--- config.mk ---
export PLATFORM = sky130hd
export DESIGN_NAME = kb_write_arbiter
export DESIGN_NICKNAME = d
export VERILOG_FILES = /design/src/rtl/kb_write_arbiter.sv
export SDC_FILE = /design/constraint.sdc
export NUM_CORES = 1
export LEC_CHECK = 0
export CAP_MARGIN = 10
export CELL_PAD_IN_SITES_DETAIL_PLACEMENT = 1
export CELL_PAD_IN_SITES_GLOBAL_PLACEMENT = 1
export CORE_ASPECT_RATIO = 1.25
export CORE_UTILIZATION = 45
export DETAILED_ROUTE_END_ITERATION = 6
export PLACE_DENSITY = 0.86
export SYNTH_ARGS = -nofsm -noshare
export SYNTH_HDL_FRONTEND = slang
export SYNTH_SLANG_ARGS = --single-unit
--- constraint.sdc ---
create_clock -name clk -period 3.6 [get_ports clk]
set_input_delay 0.36 -clock clk [delete_from_list [all_inputs] [get_ports clk]]
set_output_delay 0.36 -clock clk [all_outputs]
set_load 0.05 [all_outputs]
--- src/rtl/kb_write_arbiter.sv ---
// Write-port arbiter between the CPU store path and the keyboard writer.
// Keyboard writes queue in a small FIFO and use idle CPU cycles; a starvation guard forces a one-cycle stall.
module kb_write_arbiter #(
    parameter int unsigned DEPTH    = 4,
    parameter int unsigned MAX_WAIT = 8
) (
    input  logic                     clk,
    input  logic                     rst,
    input  logic                     kb_valid,
    input  logic [31:0]              kb_addr,
    input  logic [31:0]              kb_data,
    output logic                     kb_ready,
    input  logic                     cpu_we,
    output logic                     cpu_stall,
    output logic                     mem_we,
    output logic                     mem_we_kb,
    output logic [31:0]              mem_addr_kb,
    output logic [31:0]              mem_data_kb,
    output logic [$clog2(DEPTH):0]   pending,
    output logic                     overflow
);

    localparam int unsigned AW   = $clog2(DEPTH);
    localparam int unsigned PTRW = AW + 1;
    localparam int unsigned WW   = $clog2(MAX_WAIT) + 1;

    typedef enum logic [1:0] {
        ST_IDLE  = 2'd0,
        ST_PEND  = 2'd1,
        ST_FORCE = 2'd2
    } state_e;

    state_e            state_q;
    logic [PTRW-1:0]   wr_ptr_q, rd_ptr_q;
    logic [PTRW-1:0]   pending_d;
    logic [WW-1:0]     wait_cnt_q;
    logic              cpu_stall_q;
    logic              overflow_q;
    logic [31:0]       hold_addr_q, hold_data_q;
    logic [31:0]       fifo_addr_q [DEPTH];
    logic [31:0]       fifo_data_q [DEPTH];

    logic              empty, full, push, pop, blocked, force_go;
    logic [AW-1:0]     wr_idx, rd_idx;

    assign wr_idx    = wr_ptr_q[AW-1:0];
    assign rd_idx    = rd_ptr_q[AW-1:0];
    assign pending   = wr_ptr_q - rd_ptr_q;
    assign empty     = (pending == '0);
    assign full      = (pending == PTRW'(DEPTH));
    assign kb_ready  = ~full;
    assign push      = kb_valid & ~full;
    // A stalled CPU cycle always belongs to the keyboard head.
    assign pop       = ~empty & (~cpu_we | cpu_stall_q);
    assign blocked   = ~empty & cpu_we & ~cpu_stall_q;
    assign force_go  = (state_q == ST_PEND) && blocked && (wait_cnt_q == WW'(MAX_WAIT - 1));
    assign pending_d = pending + PTRW'(push) - PTRW'(pop);

    assign cpu_stall   = cpu_stall_q;
    assign overflow    = overflow_q;
    assign mem_we      = cpu_we & ~cpu_stall_q;
    assign mem_we_kb   = pop;
    assign mem_addr_kb = empty ? hold_addr_q : fifo_addr_q[rd_idx];
    assign mem_data_kb = empty ? hold_data_q : fifo_data_q[rd_idx];

    // FIFO storage; contents are don't-care until written.
    always_ff @(posedge clk) begin
        if (push) begin
            fifo_addr_q[wr_idx] <= kb_addr;
            fifo_data_q[wr_idx] <= kb_data;
        end
    end

    always_ff @(posedge clk or negedge rst) begin
        if (!rst) begin
            state_q     <= ST_IDLE;
            wr_ptr_q    <= '0;
            rd_ptr_q    <= '0;
            wait_cnt_q  <= '0;
            cpu_stall_q <= 1'b0;
            overflow_q  <= 1'b0;
            hold_addr_q <= '0;
            hold_data_q <= '0;
        end else begin
            if (push) begin
                wr_ptr_q <= wr_ptr_q + PTRW'(1);
            end
            if (pop) begin
                rd_ptr_q    <= rd_ptr_q + PTRW'(1);
                hold_addr_q <= fifo_addr_q[rd_idx];
                hold_data_q <= fifo_data_q[rd_idx];
            end
            if (kb_valid && full) begin
                overflow_q <= 1'b1;
            end

            if (pop || empty) begin
                wait_cnt_q <= '0;
            end else if (blocked && (wait_cnt_q != WW'(MAX_WAIT))) begin
                wait_cnt_q <= wait_cnt_q + WW'(1);
            end

            cpu_stall_q <= force_go;

            unique case (state_q)
                ST_IDLE: begin
                    if (push) state_q <= ST_PEND;
                end
                ST_PEND: begin
                    if (force_go)              state_q <= ST_FORCE;
                    else if (pending_d == '0)  state_q <= ST_IDLE;
                end
                ST_FORCE: begin
                    state_q <= (pending_d != '0) ? ST_PEND : ST_IDLE;
                end
                default: state_q <= ST_IDLE;
            endcase
        end
    end

endmodule

==> results of run 1 <==
[final cells by class]
| class | count | area (µm²) | area share [%] |
|---|---|---|---|
| repair buffers | 163 | 1510 | 9.32 |
| flip-flops and latches | 334 | 9650 | 59.5 |
| well taps | 396 | 495 | 3.06 |
| clock buffers | 46 | 917 | 5.66 |
| inverters | 10 | 37.5 | 0.232 |
| multi-input cells | 250 | 3470 | 21.4 |
| clock inverters | 15 | 125 | 0.772 |
| diodes | 1 | 2.50 | 0.0154 |
[flip-flops by register name (all words and copies together) (netlist names), 2 cells and up]
signal,cells
state_q,2
fifo_data_q,128
wait_cnt_q,4
hold_addr_q,32
hold_data_q,32
fifo_addr_q,128
rd_ptr_q,3
wr_ptr_q,3
[synthesized netlist by cell type, types with 2 or more instances]
master,number,area share [%]
fa_1,2,0.30
nand2_1,5,0.14
mux2_2,114,9.6
buf_2,7,0.26
mux2_4,17,1.9
edfxtp_1,256,58
nor4b_1,2,0.13
nor2_1,8,0.23
inv_1,10,0.28
and3_1,5,0.23
dfrtp_1,78,15
o21ai_0,3,0.11
clkbuf_1,8,0.23
mux4_2,64,11
ha_1,10,0.94
buf_4,4,0.23
xor2_1,4,0.26
buf_6,9,0.76
nand3_1,2,0.075
xnor2_1,4,0.26
[metrics by stage]
step | setup WS (ps) | hold WS (ps) | std cells | util (%)
6_report | 102 | 470 | 1215 | 55.6
3_3_place_gp | 343 | 471 | 1146 | 51.6
2_1_floorplan | -308 | 64.4 | 622 | -
5_1_grt | 9.78 | 470 | 1215 | 55.6
4_1_cts | 15.0 | 460 | 1209 | 55.4
3_5_place_dp | 162 | 487 | 1146 | 51.6
[worst max-delay path: stages (launching register included)]
cell and delay [ps]:
dfrtp_1 400, inv_1 100, ha_1 210, fa_1 370, xor3_2 290, buf_4 190
nor2_4 120, buf_12 140, buf_8 220, mux2_2 380, buf_4 190
[metal layers]
metal | up-vias | wire (µm) | track usage, %
li1 | 2842 | - | -
met2 | 134 | 15900 | 36.2
met1 | 3411 | 11300 | 23.0
met5 | - | 0 | 0
met3 | 38 | 966 | 3.14
met4 | 0 | 577 | 6.17
[path summary, 6_finish.rpt]
kind | startpoint | end
setup / recovery | wr_ptr_q[0]$_DFFE_PN0P_ | mem_data_kb[24]
hold / removal | rst | hold_addr_q[3]$_DFFE_PN0P_
setup reg to reg | wr_ptr_q[0]$_DFFE_PN0P_ | state_q[0]$_DFFE_PN0P_
hold reg to reg | hold_addr_q[8]$_DFFE_PN0P_ | hold_addr_q[8]$_DFFE_PN0P_
max in group asynchronous | rst | hold_data_q[8]$_DFFE_PN0P_
min in group clk | kb_data[18] | fifo_data_q[3][18]$_DFFE_PP_
[cell families after synthesis]
group                      count (synthesis)  share of synthesized area [%]
adders and majority gates                 12                           1.24
and+or+nand+nor                           27                           1.05
xor gates and xnor gates                   9                          0.714
muxes                                    195                           22.4
buffers and inverters                     38                           1.76
DFF                                      334                           72.4
AOI/OAI and AO/OA                          7                          0.432
[repair_timing]
action	CTS	global route
buffers inserted	0	3
pin swaps	1	1
gates resized for setup	5	3
endpoints found under the setup margin	46	64
hold endpoints to repair	49	0
hold buffers	1	0
cloned	1	2
==> flow_summary.yaml, run 1 <==
setup_path:
  endpoint_kind: "output pin"
  start_kind: "register"
  worstPathRequired_ps: 3240
  cp_max_fo: 16
  reg2regPathDepth: 14
  critical_path_arrival_ps: 3140
  r2r_slack_ps: 190
  crit_type: "reg -> out"
finish:
  stdcell_area_mm2: 0.0162
  most-common-layout-cells: "edfxtp_1, mux2_2, buf_4"
  final_common_cell: "edfxtp_1"
  drive_gt1_share_pct: 41.4
  areaGrowthSynthToFinish_pct: 21.7
  nets: 873
  fillCellCount: 2569
yosys:
  avgSynthCellArea_um2: 21.4
  syn_nets: 702
  syn_inst: 622
  ys_ff_latch: 334
  synth_area_mm2: 0.0133
  yosysWarnings: 0
  yosysSeqAreaShare_pct: 72.4
  synth_edf_count: 256
  synth_ff_type: "edfxtp_1"
  ys_async_sr_fraction_pct: 23.4
  synth_cell_type_count: 30
timing:
  fin_crit_sh_pct: 97.2
  finalCriticalPeriod_ps: 3500
  relSlewSlack_pct: 23.6
  hold_violations: 0
  rsz0062_at_grt: "false"
  tightest_slew_ps: 1150
  max_freq_ghz: 0.286
  setup_viol: 0
  slew_violations: 0
  finClkSkew_ps: 9.40
  fin_setup_tns_ps: 0
placed_design:
  port_buffers: 139
  placed_area_mm2: 0.0150
  place_congestion: 0.706
  dp_hpwl_mm: 16.7
worst_hold_path:
  hp-class: "in -> async"
drt:
  detail-route-antenna-nets: 0
  drc_errors: 0
  vias: 6425
  via_per_inst: 5.29
  drtIter0Drc: 289
  wl_mm: 28.7
  routedWlPerCell_um: 23.6
  drt_pass1_iterations: 4
global_route:
  grt-ovfl-total: 0
  antenna_found_initial: 1
  track_usage_pct: 19.6
  first_global_vias: 7343
  grt_max_degree: 68
  grt_pass1_wl_mm: 43.5
floorplan:
  io_pins: 140
  die-area_mm2: 0.0303
  core_area_mm2: 0.0292
  die_y_um: 194
  die_w_um: 156
  num_rows: 70
  start_util_pct: 45.6
run:
  cap_violations: 0
clock_network:
  clkSinkCount: 334
  cts.root.buffer_cell: "clkbuf_16"
  cts_buffer_depth: 3
  clkTransAtPathRegs_ps: 60
  cts_made_buffers: 34
  worstSkewPairLatency_ps: 510
  htree_num_levels: 2
  cts_tree: "done"
run_status:
  status: "finished clean"
Power of run 1 is not shown: default switching activity piles up to over one toggle a cycle in this logic, so the estimate is an artifact.
==> run 2: changes to the inputs <==
- CORE_MARGIN: unset -> 10
==> run 2 against run 1 <==
Effect of this change:
- the flow now finishes with violations (negative hold slack)
- worst setup slack improved by 48 ps
- via count up 0.47%
- routed wire length increased by 0.74%
- hold slack got worse by 510 ps
- register-to-register slack improved by 40 ps
- largest cell class unchanged
==> flow_summary.yaml, run 2 (synthesis gave the netlist of run 1 again) <==
clock_network:
  cts_tree: "done"
  worstSkewPairLatency_ps: 500
  clkTransAtPathRegs_ps: 60
  cts_made_buffers: 34
  htree_num_levels: 2
  clkSinkCount: 334
  cts.root.buffer_cell: "clkbuf_16"
  hold_buffers: 0
  cts_buffer_depth: 3
setup_path:
  cp_top_family: "buffers and inverters"
  endpoint_kind: "output pin"
  path_cells: "inv_1 -> ha_1 -> fa_1 -> xor3_2 -> nor2_4 -> buf_12 -> mux2_2 -> buf_4"
  start_kind: "register"
  worst-path-buf-inv: 3
  crit_type: "reg -> out"
  critical_path_arrival_ps: 3090
  worstPathRequired_ps: 3240
  cp_num_cells: 8
  slowest_stage: "mux2_2"
  reg2regPathDepth: 14
  cp_max_fo: 55
  critical-path-max-stage-delay_ps: 420
worst_hold_path:
  hp-class: "in -> async"
finish:
  drive_gt1_share_pct: 41.8
  stdcell_area_mm2: 0.0162
  final_common_cell: "edfxtp_1"
  reg_top3: "fifo_addr_q: 128 flops, fifo_data_q: 128 flops"
  areaGrowthSynthToFinish_pct: 21.5
  fillCellCount: 2595
  most-common-layout-cells: "edfxtp_1, mux2_2, buf_4"
  nets: 869
global_route:
  antenna_found_initial: 1
  first_global_vias: 7383
  grt_pass1_wl_mm: 44.6
  grt_max_degree: 67
  track_usage_pct: 15.6
  grt-ovfl-total: 0
floorplan:
  num_rows: 70
  die_y_um: 212
  die_w_um: 174
  io_pins: 140
  core_area_mm2: 0.0293
  start_util_pct: 45.5
  die-area_mm2: 0.0369
drt:
  routedWlPerCell_um: 23.8
  wl_mm: 28.9
  drc_errors: 0
  vias: 6455
  drt_pass1_iterations: 6
  drtIter0Drc: 345
  detail-route-antenna-nets: 0
  via_per_inst: 5.32
timing:
  finalCriticalPeriod_ps: 3450
  rsz0062_at_grt: "false"
  max_freq_ghz: 0.290
  relSlewSlack_pct: 30.6
  tightest_slew_ps: 1040
  slew_violations: 0
  finClkSkew_ps: 13.0
  holdWs_ps: -37.4
  setup_viol: 0
  fin_crit_sh_pct: 95.9
  hold_violations: 20
run_status:
  failed_checks: "negative hold slack"
  status: "complete, but fails checks"
placed_design:
  placed_area_mm2: 0.0151
  dp_hpwl_mm: 18.3
  port_buffers: 139
  place_congestion: 0.723
run:
  cap_violations: 0
-- run 2: cell count changes in the layout (fill, tap and decap cells not counted), moves of 2 or more --
| cell | change |
|---|---|
| buf_6 | -3 |
| clkbuf_1 | -2 |
| clkbuf_8 | +3 |
| diode_2 | +2 |
| clkbuf_16 | -2 |
-- run 2: worst paths after layout --
check / start / endpoint / slack (ps)
max: wr_ptr_q[0]$_DFFE_PN0P_ / mem_addr_kb[26] / 150
min: rst / hold_addr_q[22]$_DFFE_PN0P_ / -40
max reg2reg: wr_ptr_q[0]$_DFFE_PN0P_ / state_q[0]$_DFFE_PN0P_ / 230
min reg2reg: rd_ptr_q[2]$_DFFE_PN0P_ / rd_ptr_q[2]$_DFFE_PN0P_ / 490
max in group asynchronous: rst / overflow$_DFFE_PN0P_ / 2740
min in group clk: kb_data[16] / fifo_data_q[1][16]$_DFFE_PP_ / 490
-- run 2: what timing repair did --
item                                    CTS  global route
hold endpoints to repair                  0             0
buffers inserted                          0             1
endpoints found under the setup margin   36            37
resized for setup                         1             3
-- run 2: metrics by stage --
stage	util [%]	std cells	setup WS [ps]	TNS (ps)
2_1_floorplan	-	622	-308	-308
3_3_place_gp	51.5	1148	292	0
3_5_place_dp	51.5	1148	175	0
4_1_cts	55.2	1209	42.5	0
5_1_grt	55.3	1211	19.5	0
6_report	55.3	1213	149	0
-- run 2: layout make-up --
type                    instances  area (µm²)  area share, %
flip-flops and latches        334        9650           59.7
well taps                     396         495           3.06
repair buffers                159        1440           8.93
clock inverters                14         121          0.750
diodes                          3        7.51         0.0464
multi-input cells             250        3470           21.4
clock buffers                  47         951           5.88
inverters                      10        37.5          0.232
-- run 2: per-layer routing --
| metal | wire (µm) | vias up | share of wire (%) | GRT usage [%] |
|---|---|---|---|---|
| met5 | 0 | - | 0 | 0 |
| met4 | 676 | 0 | 2.3 | 5.73 |
| met3 | 1190 | 39 | 4.1 | 2.86 |
| met2 | 16000 | 143 | 55 | 28.9 |
| met1 | 11000 | 3444 | 38 | 17.7 |
| li1 | - | 2829 | - | - |
Power of run 2 is left out for the same reason.
==> run 3: changes to the inputs <==
- CAP_MARGIN: 10 -> unset
==> results of run 3 <==
The final DEF is identical to that of run 2; final timing and power are the same.
Power of run 3 is left out for the same reason.
